<file path="config.mk">
export PLATFORM = sky130hd
export DESIGN_NAME = game_logic
export DESIGN_NICKNAME = d
export VERILOG_FILES = /design/src/rtl/game_logic.sv
export SDC_FILE = /design/constraint.sdc
export NUM_CORES = 1
export LEC_CHECK = 0
export BUFFER_PORTS_ARGS = -buffer_cell sky130_fd_sc_hd__buf_2
export CORE_ASPECT_RATIO = 1.5
export CORE_UTILIZATION = 35
export CTS_CLUSTER_DIAMETER = 150
export DETAILED_ROUTE_END_ITERATION = 10
export MAX_ROUTING_LAYER = met4
export PLACE_DENSITY_LB_ADDON = 0.12
export REMOVE_ABC_BUFFERS = 1
export SYNTH_ARGS = -nofsm -noshare
export SYNTH_HDL_FRONTEND = slang
export SYNTH_SLANG_ARGS = --single-unit
</file>
<file path="constraint.sdc">
create_clock -name clk_i -period 5.6 [get_ports clk_i]
set_input_delay 1.12 -clock clk_i [delete_from_list [all_inputs] [get_ports clk_i]]
set_output_delay 1.12 -clock clk_i [all_outputs]
set_load 0.02 [all_outputs]
</file>
<file path="src/rtl/game_logic.sv">
// Per-frame Breakout state: paddle X plus one bouncing ball, stepped once per START_UPDATE edge.
// Optional macro GAME_LOGIC_AUTOPLAY_EN makes the paddle track the ball and ignore the buttons.
module game_logic #(
  parameter int unsigned ScreenW     = 800,
  parameter int unsigned ScreenH     = 600,
  parameter int unsigned PaddleW     = 96,
  parameter int unsigned PaddleY     = 560,
  parameter int unsigned PaddleH     = 8,
  parameter int unsigned PaddleSpeed = 4,
  parameter int unsigned BallSize    = 8,
  parameter int unsigned BallSpeed   = 2
) (
  input  logic       clk_i,
  input  logic       rst_ni,
  input  logic       start_update_i,
  input  logic       btn_left_i,
  input  logic       btn_right_i,
  output logic [9:0] paddle_x_pixel_o,
  output logic [9:0] ball_x_pixel_o,
  output logic [9:0] ball_y_pixel_o,
  output logic       busy_o,
  output logic       ball_lost_o
);

  typedef enum logic [1:0] {StIdle, StPaddle, StBallX, StBallY} state_e;

  localparam logic [9:0] PadInit   = 10'((ScreenW - PaddleW) / 2);
  localparam logic [9:0] PadMax    = 10'(ScreenW - PaddleW);
  localparam logic [9:0] PadStep   = 10'(PaddleSpeed);
  localparam logic [9:0] BallXInit = 10'((ScreenW - BallSize) / 2);
  localparam logic [9:0] BallYInit = 10'(ScreenH * 2 / 3);

  localparam logic signed [10:0] BallStep  = 11'(BallSpeed);
  localparam logic signed [10:0] BallXMax  = 11'(ScreenW - BallSize);
  localparam logic signed [10:0] ScreenHS  = 11'(ScreenH);
  localparam logic signed [10:0] PadTopS   = 11'(PaddleY);
  localparam logic signed [10:0] PadBotS   = 11'(PaddleY + PaddleH);
  localparam logic signed [10:0] BallSzS   = 11'(BallSize);
  localparam logic signed [10:0] BallRestS = 11'(PaddleY - BallSize);

  state_e     state_q, state_d;
  logic       start_q;
  logic [9:0] paddle_x_q, paddle_x_d;
  logic [9:0] ball_x_q, ball_x_d;
  logic [9:0] ball_y_q, ball_y_d;
  logic       vx_neg_q, vx_neg_d;
  logic       vy_neg_q, vy_neg_d;
  logic       ball_lost_q, ball_lost_d;

  logic              start_rise;
  logic              move_left, move_right;
  logic [9:0]        paddle_moved;
  logic signed [10:0] nx, ny;
  logic              x_overlap, paddle_hit;

  // start_q resets high so a level held through reset release is not seen as an edge.
  assign start_rise = start_update_i & ~start_q;

`ifdef GAME_LOGIC_AUTOPLAY_EN
  logic [10:0] pad_centre, ball_centre;
  logic        unused_btn;

  assign unused_btn  = ^{btn_left_i, btn_right_i};
  assign pad_centre  = {1'b0, paddle_x_q} + 11'(PaddleW / 2);
  assign ball_centre = {1'b0, ball_x_q} + 11'(BallSize / 2);
  assign move_right  = ball_centre > (pad_centre + 11'(PaddleSpeed));
  assign move_left   = (ball_centre + 11'(PaddleSpeed)) < pad_centre;
`else
  assign move_left  = btn_left_i & ~btn_right_i;
  assign move_right = btn_right_i & ~btn_left_i;
`endif

  always_comb begin
    paddle_moved = paddle_x_q;
    if (move_left) begin
      paddle_moved = (paddle_x_q < PadStep) ? 10'd0 : paddle_x_q - PadStep;
    end else if (move_right) begin
      paddle_moved = (paddle_x_q > PadMax - PadStep) ? PadMax : paddle_x_q + PadStep;
    end
  end

  // Signed intermediates keep a step past the edge from wrapping.
  assign nx = $signed({1'b0, ball_x_q}) + (vx_neg_q ? -BallStep : BallStep);
  assign ny = $signed({1'b0, ball_y_q}) + (vy_neg_q ? -BallStep : BallStep);

  // Inclusive X overlap of ball and paddle, using the paddle position from this update.
  assign x_overlap = ({1'b0, ball_x_q} <= {1'b0, paddle_x_q} + 11'(PaddleW - 1)) &&
                     ({1'b0, ball_x_q} + 11'(BallSize - 1) >= {1'b0, paddle_x_q});

  assign paddle_hit = ~vy_neg_q && (ny + BallSzS >= PadTopS) && (ny < PadBotS) && x_overlap;

  always_comb begin
    state_d     = state_q;
    paddle_x_d  = paddle_x_q;
    ball_x_d    = ball_x_q;
    ball_y_d    = ball_y_q;
    vx_neg_d    = vx_neg_q;
    vy_neg_d    = vy_neg_q;
    ball_lost_d = 1'b0;

    unique case (state_q)
      StIdle: begin
        if (start_rise) state_d = StPaddle;
      end
      StPaddle: begin
        paddle_x_d = paddle_moved;
        state_d    = StBallX;
      end
      StBallX: begin
        if (nx <= 11'sd0) begin
          ball_x_d = 10'd0;
          vx_neg_d = 1'b0;
        end else if (nx >= BallXMax) begin
          ball_x_d = BallXMax[9:0];
          vx_neg_d = 1'b1;
        end else begin
          ball_x_d = nx[9:0];
        end
        state_d = StBallY;
      end
      StBallY: begin
        if (ny <= 11'sd0) begin
          ball_y_d = 10'd0;
          vy_neg_d = 1'b0;
        end else if (paddle_hit) begin
          ball_y_d = BallRestS[9:0];
          vy_neg_d = 1'b1;
        end else if (ny >= ScreenHS) begin
          ball_x_d    = BallXInit;
          ball_y_d    = BallYInit;
          vx_neg_d    = 1'b0;
          vy_neg_d    = 1'b1;
          ball_lost_d = 1'b1;
        end else begin
          ball_y_d = ny[9:0];
        end
        state_d = StIdle;
      end
      default: state_d = StIdle;
    endcase
  end

  always_ff @(posedge clk_i or negedge rst_ni) begin
    if (!rst_ni) begin
      state_q     <= StIdle;
      start_q     <= 1'b1;
      paddle_x_q  <= PadInit;
      ball_x_q    <= BallXInit;
      ball_y_q    <= BallYInit;
      vx_neg_q    <= 1'b0;
      vy_neg_q    <= 1'b1;
      ball_lost_q <= 1'b0;
    end else begin
      state_q     <= state_d;
      start_q     <= start_update_i;
      paddle_x_q  <= paddle_x_d;
      ball_x_q    <= ball_x_d;
      ball_y_q    <= ball_y_d;
      vx_neg_q    <= vx_neg_d;
      vy_neg_q    <= vy_neg_d;
      ball_lost_q <= ball_lost_d;
    end
  end

  assign paddle_x_pixel_o = paddle_x_q;
  assign ball_x_pixel_o   = ball_x_q;
  assign ball_y_pixel_o   = ball_y_q;
  assign busy_o           = (state_q != StIdle);
  assign ball_lost_o      = ball_lost_q;

endmodule

</file>
Word-level counts from Yosys, hierarchy flattened
Cells that the tools add are included.
{"block": "word_totals", "reg_bits": 36, "inputBits": 5, "output_inout_bits": 32, "elab_cells": 83}
{"block": "classes", "n_addsub": 7, "magnitude_cmp": 10, "n_eq_ne": 8, "mux": 30, "bitwise": 7, "reduce_logical": 13}
{"cell": "two-way mux 10 bit", "count": 12}
{"cell": "greater-or-equal comparator 11 bit, second input constant", "count": 3}
{"cell": "adder 11 bit", "count": 2}
{"cell": "less-or-equal comparator 11 x 1 -> 1 bit, second input constant", "count": 2}
{"cell": "two-way mux 11 bit", "count": 2}
{"cell": "case mux 10 bit (2 select lines)", "count": 1}
{"cell": "two-way mux 1 bit", "count": 12}
{"cell": "adder 10 x 3 -> 11 bit, second input constant", "count": 1}
{"cell": "adder 10 x 7 -> 11 bit, second input constant", "count": 1}
{"cell": "adder 11 x 5 -> 11 bit, second input constant", "count": 1}
{"cell": "greater-or-equal comparator 11 x 10 -> 1 bit", "count": 1}
{"cell": "less-or-equal comparator 10 x 11 -> 1 bit", "count": 1}
{"cell": "less-than comparator 11 bit, second input constant", "count": 1}
{"cell": "adder 10 x 3 -> 10 bit, second input constant", "count": 1}
{"cell": "greater-than comparator 10 bit, second input constant", "count": 1}
{"cell": "less-than comparator 10 x 3 -> 1 bit, second input constant", "count": 1}
{"cell": "subtractor 10 x 3 -> 10 bit, second input constant", "count": 1}
{"cell": "!= test 2 bit, second input constant", "count": 4}
{"cell": "case mux 2 bit (4 select lines)", "count": 1}
{"cell": "nonzero test 2 bit", "count": 3}
{"cell": "AND reduction 5 bit", "count": 1}
{"cell": "== test 2 bit, second input constant", "count": 2}
{"cell": "logical AND 1 bit", "count": 4}
{"cell": "NOT 1 bit", "count": 4}
{"cell": "other kinds (9)", "count": 12}

Longest topological paths before layout
Gate-level depths: netlist of the first run.
{"block": "depth", "ltp_word": 10, "ltp_mapped": 15, "ltp_nobuf": 14}

Worst setup path after synthesis of the first run
Ideal clock, no wire load.
{"block": "synth_timing", "path_type": "reg2reg", "start": "reg vy_neg_q", "end": "reg ball_y_q[3] (netlist: ball_y_pixel_o[3])", "setup_ns": 0.079, "t_arrival_ns": 3.090, "required_ns": 5.521, "path_slack_ns": 2.431, "stages_incl_launch_ff": 14, "path_buffers": 1, "synth_period_minus_slack_ns": 3.169, "path_cell_list": "dfstp_2 ha_1 a211oi_2 nor3b_1 nor2b_1 ha_1 inv_1 a22oi_1 a21oi_1 or4b_1 mux2i_1 o211a_1 buf_4 a2bb2oi_1"}
{"block": "synth_via", "elab_chain_cells": 9, "elab_cells_between_ends": 14, "cone_classes": "2 x add/sub; 4 x order compare; 4 x mux; 1 x bitwise; 3 x reduce/logical"}
{"element": "from (decl)", "line": "47", "rtl": "logic vy_neg_q, vy_neg_d;"}
{"element": "from (signal assigned)", "line": "160", "rtl": "vy_neg_q <= vy_neg_d;"}
{"element": "two-way mux 11 bit", "line": "84", "rtl": "assign ny = $signed({1'b0, ball_y_q}) + (vy_neg_q ? -BallStep : BallStep);"}
{"element": "adder 11 bit", "line": "84"}
{"element": "adder 11 x 5 -> 11 bit", "line": "90", "rtl": "assign paddle_hit = ~vy_neg_q && (ny + BallSzS >= PadTopS) && (ny < PadBotS) && x_overlap;"}
{"element": "greater-or-equal comparator 11 bit", "line": "90"}
{"element": "logical AND 1 bit (3 in a row)", "line": "90"}
{"element": "two-way mux 10 bit", "line": "125", "rtl": "end else if (paddle_hit) begin"}
{"element": "two-way mux 10 bit *", "line": "122", "rtl": "if (ny <= 11'sd0) begin"}
{"element": "to (signal assigned)", "line": "149", "rtl": "ball_y_q <= BallYInit;"}
{"element": "to (signal assigned)", "line": "158", "rtl": "ball_y_q <= ball_y_d;"}
{"element": "to (decl)", "line": "45", "rtl": "logic [9:0] ball_y_q, ball_y_d;"}
Every way passes the cells marked *; elsewhere a longest branch is shown, timed or not.
A chain may end at the register's enable or synchronous reset.

Worst setup path in the final report of the first run
{"block": "layout_timing", "start": "reg vy_neg_q", "end": "reg ball_x_q[1] (netlist: ball_x_pixel_o[1])"}
{"block": "layout_via", "elab_chain_cells": 9, "elab_cells_between_ends": 15, "cone_classes": "2 x add/sub; 4 x order compare; 3 x eq/ne; 1 x mux; 1 x bitwise; 4 x reduce/logical"}
{"element": "two-way mux 11 bit", "line": "84"}
{"element": "adder 11 bit", "line": "84"}
{"element": "adder 11 x 5 -> 11 bit", "line": "90"}
{"element": "greater-or-equal comparator 11 bit", "line": "90"}
{"element": "logical AND 1 bit (3 in a row)", "line": "90"}
{"element": "!= test 2 bit (no source line)"}
{"element": "AND reduction 4 bit (no source line) *"}
{"element": "to (signal assigned)", "line": "148", "rtl": "ball_x_q <= BallXInit;"}
{"element": "to (signal assigned)", "line": "157", "rtl": "ball_x_q <= ball_x_d;"}
{"element": "to (decl)", "line": "44", "rtl": "logic [9:0] ball_x_q, ball_x_d;"}
Marked as above.

==> impl_metrics.env, run 1 <==
export IMPL_status="finished with violations"
export IMPL_violations="DRC"
export IMPL_fmax_mhz=263.3
export IMPL_period_minus_slack_ns=3.797
export IMPL_worst_slack_ns=1.803
export IMPL_netlist_top_cells_count="ha_1 (44), inv_1 (32), a21oi_1 (28), o21ai_0 (28)"
export IMPL_p_clk_share_pct=11.3
export IMPL_synth_most_common_cell="ha_1"
export IMPL_slew_viol_final=0
export IMPL_port_buffers=32
export IMPL_synth_top_cell_area_share_pct=15.40
export IMPL_ys_flop_type="dfrtp_1"
export IMPL_p_sw_share_pct=51.58
export IMPL_crit_type="register to register"
export IMPL_h_tree_depth=2
export IMPL_seqCellArea_sq_um=815.8
export IMPL_grt_pass1_wl_um=15550
export IMPL_fin_skew_ns=0.001622
export IMPL_dp_hpwl_um=7147
export IMPL_yosys_warnings=0
export IMPL_antenna_found_initial=0
export IMPL_tightestPinTransition_ns=0.8278
export IMPL_dp_slack_ns=1.851
export IMPL_synth_edf_count=0
export IMPL_grt_setup_unrepaired="false"
export IMPL_seqPwrFrac_pct=20.3
export IMPL_drive_above_1_share_pct=14.54
export IMPL_hp_class="register to register"
export IMPL_nNetsFinal=504
export IMPL_grt_ovfl_total=0
export IMPL_netlist_area_sq_um=3576
export IMPL_post_cts_resized=0
export IMPL_die_area_sq_um=10630
export IMPL_drt_pass1_iter_count=9
export IMPL_root_buffer="clkbuf_16"
export IMPL_stdcell_area_sq_um=3958
export IMPL_drc=3
export IMPL_combPwrFrac_pct=68.4
export IMPL_p_int_w=0.001211
export IMPL_cts_sinks=32
export IMPL_syn_avg_cell_area_sq_um=8.375
export IMPL_yosys_area_top_type="ha_1"
export IMPL_crit_path_end_kind="register"
export IMPL_cts_setup_buffers=0
export IMPL_antenna_cells=0
export IMPL_synth_cell_types=73
export IMPL_grt_pass1_vias=3165
export IMPL_synthTopCellsByArea="ha_1 (15%), dfrtp_1 (14%), dfstp_2 (8.8%)"
export IMPL_crit_fanout=17
export IMPL_num_rows=44
export IMPL_placed_area_sq_um=3809
export IMPL_io_pins=37
export IMPL_die_w_um=84.53
export IMPL_ys_seq_area_share_pct=22.81
export IMPL_vias=3256
export IMPL_cts_tree="built"
export IMPL_synth_cells=427
export IMPL_cp_required_ns=5.77
export IMPL_cap_violations=0
export IMPL_ctsHoldBuffers=0
export IMPL_powerDensity_nw_per_um2=631.9
export IMPL_hold_viol=0
export IMPL_clk_pin_slew_worst_paths_ns=0.05
export IMPL_wl_um=9165
export IMPL_final_setup_viol_count=0
export IMPL_core_area_sq_um=9799
export IMPL_p_sw_w=0.001290
export IMPL_die_y_um=125.8
export IMPL_clockBufferDepth=2
export IMPL_drtIter0Drc=134
export IMPL_gp_congestion=0.8487
export IMPL_wl_per_cell_um=16.11
export IMPL_cp_start_kind="register"
export IMPL_max_slew_margin_pct=44.81
export IMPL_multi_input_area_sq_um=2569
export IMPL_area_growth_synth_to_final_pct=10.67
export IMPL_async_flop_share_pct=100.0
export IMPL_vias_per_cell=5.722
export IMPL_fin_crit_sh_pct=67.81
export IMPL_clock_latency_ns=0.28
export IMPL_cts_buffers=5
export IMPL_grt_max_degree=33
export IMPL_ant_nets=0
export IMPL_ys_ff_latch=32
export IMPL_peakVddDrop_uv=174.9
export IMPL_leakagePower_nw=1.857
export IMPL_setup_tns_ns=0
export IMPL_n_fill_cell=1024
export IMPL_start_util_pct=36.49
export IMPL_fin_util_pct=40.39
export IMPL_arrival_ns=3.97
export IMPL_grt_usage_pct=18.63
-- power by group through the flow --
stage / Sequential, W / Clock, W / Combinational [W]
final: 0.000508 / 0.000282 / 0.00171
after detailed placement: 0.000514 / 0 / 0.00171
after CTS: 0.000511 / 0.000288 / 0.00172
after global routing: 0.000535 / 0.000295 / 0.00193
after global placement: 0.000514 / 0 / 0.00171
after floorplan: 0.000564 / 0 / 0.00122
-- kinds of logic after synthesis --
logic type               share of synthesized area (%)
AO/OA/AOI/OAI                                    28.34
AND/OR/NAND/NOR                                  18.79
buffers and inverters                            5.668
adder cells (fa/ha/maj)                          16.52
flip-flops                                       22.81
XOR/XNOR                                         6.613
multiplexers                                     1.155
other                                           0.1049
-- registers in the layout, summed over array words and instances, names as in the netlist --
| register | flops |
|---|---|
| ball_lost_o | 1 |
| state_q | 2 |
| ball_y_pixel_o | 9 |
| vy_neg_q | 1 |
| vx_neg_q | 1 |
| paddle_x_pixel_o | 8 |
| ball_x_pixel_o | 9 |
| start_q | 1 |
-- metrics by stage --
step | hold WS, ns | std cells | total power (W)
floorplan | 0.5158 | 414 | 0.001782
global placement | 0.4863 | 561 | 0.002221
detailed placement | 0.4845 | 561 | 0.002226
CTS | 0.4931 | 569 | 0.002521
global route | 0.5050 | 569 | 0.002765
finish | 0.4857 | 569 | 0.002501
-- final cells by class --
class                           instances  area share, %
Inverter                               32          3.035
Sequential cell                        32          20.61
Timing Repair Buffer                   32          4.047
Clock buffer                            6          3.509
Clock inverter                          2         0.2529
Multi-Input combinational cell        350          64.91
Tap cell                              115          3.636
-- routing by layer --
layer	wire, um	GRT usage [%]
met5	0	-
met4	208	6.481
met3	174	2.687
met2	4806	33.38
met1	3975	20.97
-- critical path, stage by stage (launching register included) --
cell	delay [ns]
dfstp_2	0.72
ha_1	0.31
a211oi_2	0.40
nor3b_1	0.12
nor2b_1	0.20
ha_1	0.27
inv_1	0.11
a22oi_1	0.24
nand2_1	0.10
a21boi_2	0.60
a21oi_1	0.27
mux2_2	0.33
-- placed cells by master, fill, tap and decap left out, drive strengths merged, types with 8 or more instances in the layout --
master,instances
nand2,24
inv,32
dfrtp,20
xnor2,20
nor2b,9
nand2b,11
nor3,16
nor2,24
o22ai,8
ha,44
a21o,10
a21oi,29
nand3,12
o21ai,30
buf,32
dfstp,12
-- final timing paths --
kind / from / endpoint / slack (ns) / cells past startpoint
max: vy_neg_q / ball_x_pixel_o[1] / 1.80 / 11
min: ball_y_pixel_o[4] / ball_y_pixel_o[4] / 0.49 / 2
max reg2reg: vy_neg_q / ball_x_pixel_o[1] / 1.80 / 11
min reg2reg: ball_y_pixel_o[4] / ball_y_pixel_o[4] / 0.49 / 2
max in group asynchronous: rst_ni / ball_y_pixel_o[5] / 4.22 / 1
min in group asynchronous: rst_ni / paddle_x_pixel_o[2] / 0.90 / 1
No activity file was read; power rests on OpenSTA's default activity.
==> inputs of run 2 (changes only) <==
==> constraint.sdc (replaced) <==
create_clock -name clk_i -period 3.3 [get_ports clk_i]
set_input_delay 0.66 -clock clk_i [delete_from_list [all_inputs] [get_ports clk_i]]
set_output_delay 0.66 -clock clk_i [all_outputs]
set_load 0.02 [all_outputs]
==> impl_metrics.env, run 2 (synthesis results as in run 1) <==
export IMPL_io_pins=37
export IMPL_clk_pin_slew_worst_paths_ns=0.06
export IMPL_arrival_ns=3.37
export IMPL_grt_pass1_wl_um=16030
export IMPL_r2r_start="vy_neg_q"
export IMPL_fin_skew_ns=0.007290
export IMPL_grt_max_degree=33
export IMPL_slew_viol_final=0
export IMPL_grt_usage_pct=19.07
export IMPL_placed_area_sq_um=3994
export IMPL_root_buffer="clkbuf_16"
export IMPL_drc=6
export IMPL_drive_above_1_share_pct=23.08
export IMPL_num_rows=44
export IMPL_area_growth_synth_to_final_pct=20.43
export IMPL_cap_violations=0
export IMPL_port_buffers=32
export IMPL_dp_hpwl_um=7482
export IMPL_r2r_slack_ns=0.13
export IMPL_crit_type="register to register"
export IMPL_vias=3362
export IMPL_leakagePower_nw=2.020
export IMPL_gp_congestion=0.8788
export IMPL_wl_um=9585
export IMPL_crit_path_end_kind="register"
export IMPL_hold_ws_ns=0.4489
export IMPL_grt_ovfl_total=0
export IMPL_stdcell_area_sq_um=4307
export IMPL_grt_pass1_vias=3366
export IMPL_worst_slack_ns=0.1283
export IMPL_dp_slack_ns=0.03588
export IMPL_cts_tree="built"
export IMPL_start_util_pct=36.49
export IMPL_power_w=0.004763
export IMPL_h_tree_depth=2
export IMPL_max_slew_margin_pct=48.68
export IMPL_hp_class="input port to async pin"
export IMPL_drt_pass1_iter_count=7
export IMPL_cts_sinks=32
export IMPL_n_fill_cell=1034
export IMPL_cp_start_kind="register"
export IMPL_wl_per_cell_um=16.08
export IMPL_clockBufferDepth=2
export IMPL_die_w_um=84.53
export IMPL_clock_latency_ns=0.28
export IMPL_nNetsFinal=531
export IMPL_ant_nets=0
export IMPL_r2r_cells=11
export IMPL_core_area_sq_um=9799
export IMPL_die_y_um=125.8
export IMPL_powerDensity_nw_per_um2=1106
export IMPL_cts_buffers=5
export IMPL_regToRegEndpoint="ball_y_pixel_o[9]"
export IMPL_period_minus_slack_ns=3.172
export IMPL_vias_per_cell=5.641
export IMPL_grt_setup_unrepaired="true"
export IMPL_antenna_cells=0
export IMPL_final_setup_viol_count=0
export IMPL_ctsHoldBuffers=0
export IMPL_peakVddDrop_uv=331.5
export IMPL_cp_required_ns=3.50
export IMPL_drtIter0Drc=149
export IMPL_crit_fanout=10
export IMPL_hold_viol=0
export IMPL_final_common_cell="ha_1"
export IMPL_layout_common_cells="ha_1 (39), inv_1 (32), buf_2 (32)"
export IMPL_tightestPinTransition_ns=0.7698
export IMPL_violations="DRC"
export IMPL_antenna_found_initial=0
export IMPL_die_area_sq_um=10630
export IMPL_fmax_mhz=315.3
export IMPL_fin_crit_sh_pct=96.11
export IMPL_status="finished with violations"
[run 2: changes by cell type in the layout (fill, tap and decap cells not counted), moves of 2 or more]
cell / before / now
ha_1: 44 / 39
a21oi_4: 0 / 2
ha_4: 0 / 2
ha_2: 0 / 3
a21oi_1: 28 / 25
o21ai_2: 0 / 2
buf_4: 0 / 25
o21ai_1: 2 / 0
[run 2: cell type report]
type / instances / area [sq um] / share of cell area (%)
Tap cell: 115 / 143.9 / 3.341
Inverter: 32 / 120.1 / 2.789
Clock buffer: 6 / 138.9 / 3.225
Sequential cell: 32 / 815.8 / 18.94
Timing Repair Buffer: 59 / 379.1 / 8.803
Clock inverter: 2 / 10.01 / 0.2324
Multi-Input combinational cell: 350 / 2699 / 62.67
[run 2: how the worst max path moves through the flow]
stage                       from           endpoint  slack [ns]  cells past startpoint
4_1_cts        ball_x_pixel_o[1]  ball_x_pixel_o[1]        0.01                     10
3_3_place_gp   ball_x_pixel_o[1]  ball_x_pixel_o[1]        0.02                     10
5_1_grt                 vy_neg_q  ball_y_pixel_o[9]       -0.03                     11
6_report                vy_neg_q  ball_y_pixel_o[9]        0.13                     11
3_5_place_dp   ball_x_pixel_o[1]  ball_x_pixel_o[1]        0.04                     10
2_1_floorplan           vy_neg_q  ball_y_pixel_o[1]        0.09                     12
[run 2: critical path, cell delays in order, from the launching register on]
cell	delay [ns]
dfstp_2	0.59
buf_6	0.17
ha_2	0.34
o211ai_1	0.19
nor3_1	0.10
a211oi_2	0.30
o211ai_4	0.17
or4b_1	0.52
mux2i_1	0.18
o211a_1	0.22
buf_12	0.13
a2bb2oi_1	0.17
[run 2: power by group]
part	leakage [nW]	total (W)	switching [W]	internal (W)
Sequential	0.379	0.000827	0.000229	0.000598
Clock	0.0766	0.000478	0.000181	0.000297
Combinational	1.56	0.00346	0.00196	0.00149
[run 2: through the flow]
step           cells  util, %  setup TNS, ns
2_1_floorplan    414        -              0
3_3_place_gp     584    40.76              0
3_5_place_dp     584    40.76              0
4_1_cts          592    42.28              0
5_1_grt          596    43.95       -0.07878
6_report         596    43.95              0
[run 2: layer usage]
metal	track usage, %	share of wire [%]	up-vias
li1	-	-	1678
met1	20.79	42	1603
met2	34.39	54	64
met3	2.883	2.3	17
met4	7.577	2.5	0
met5	-	0	-
[run 2: repair_timing]
action	in CTS	in global routing
endpoints found under the setup margin	0	16
setup buffers	0	4
gates resized for setup	0	24
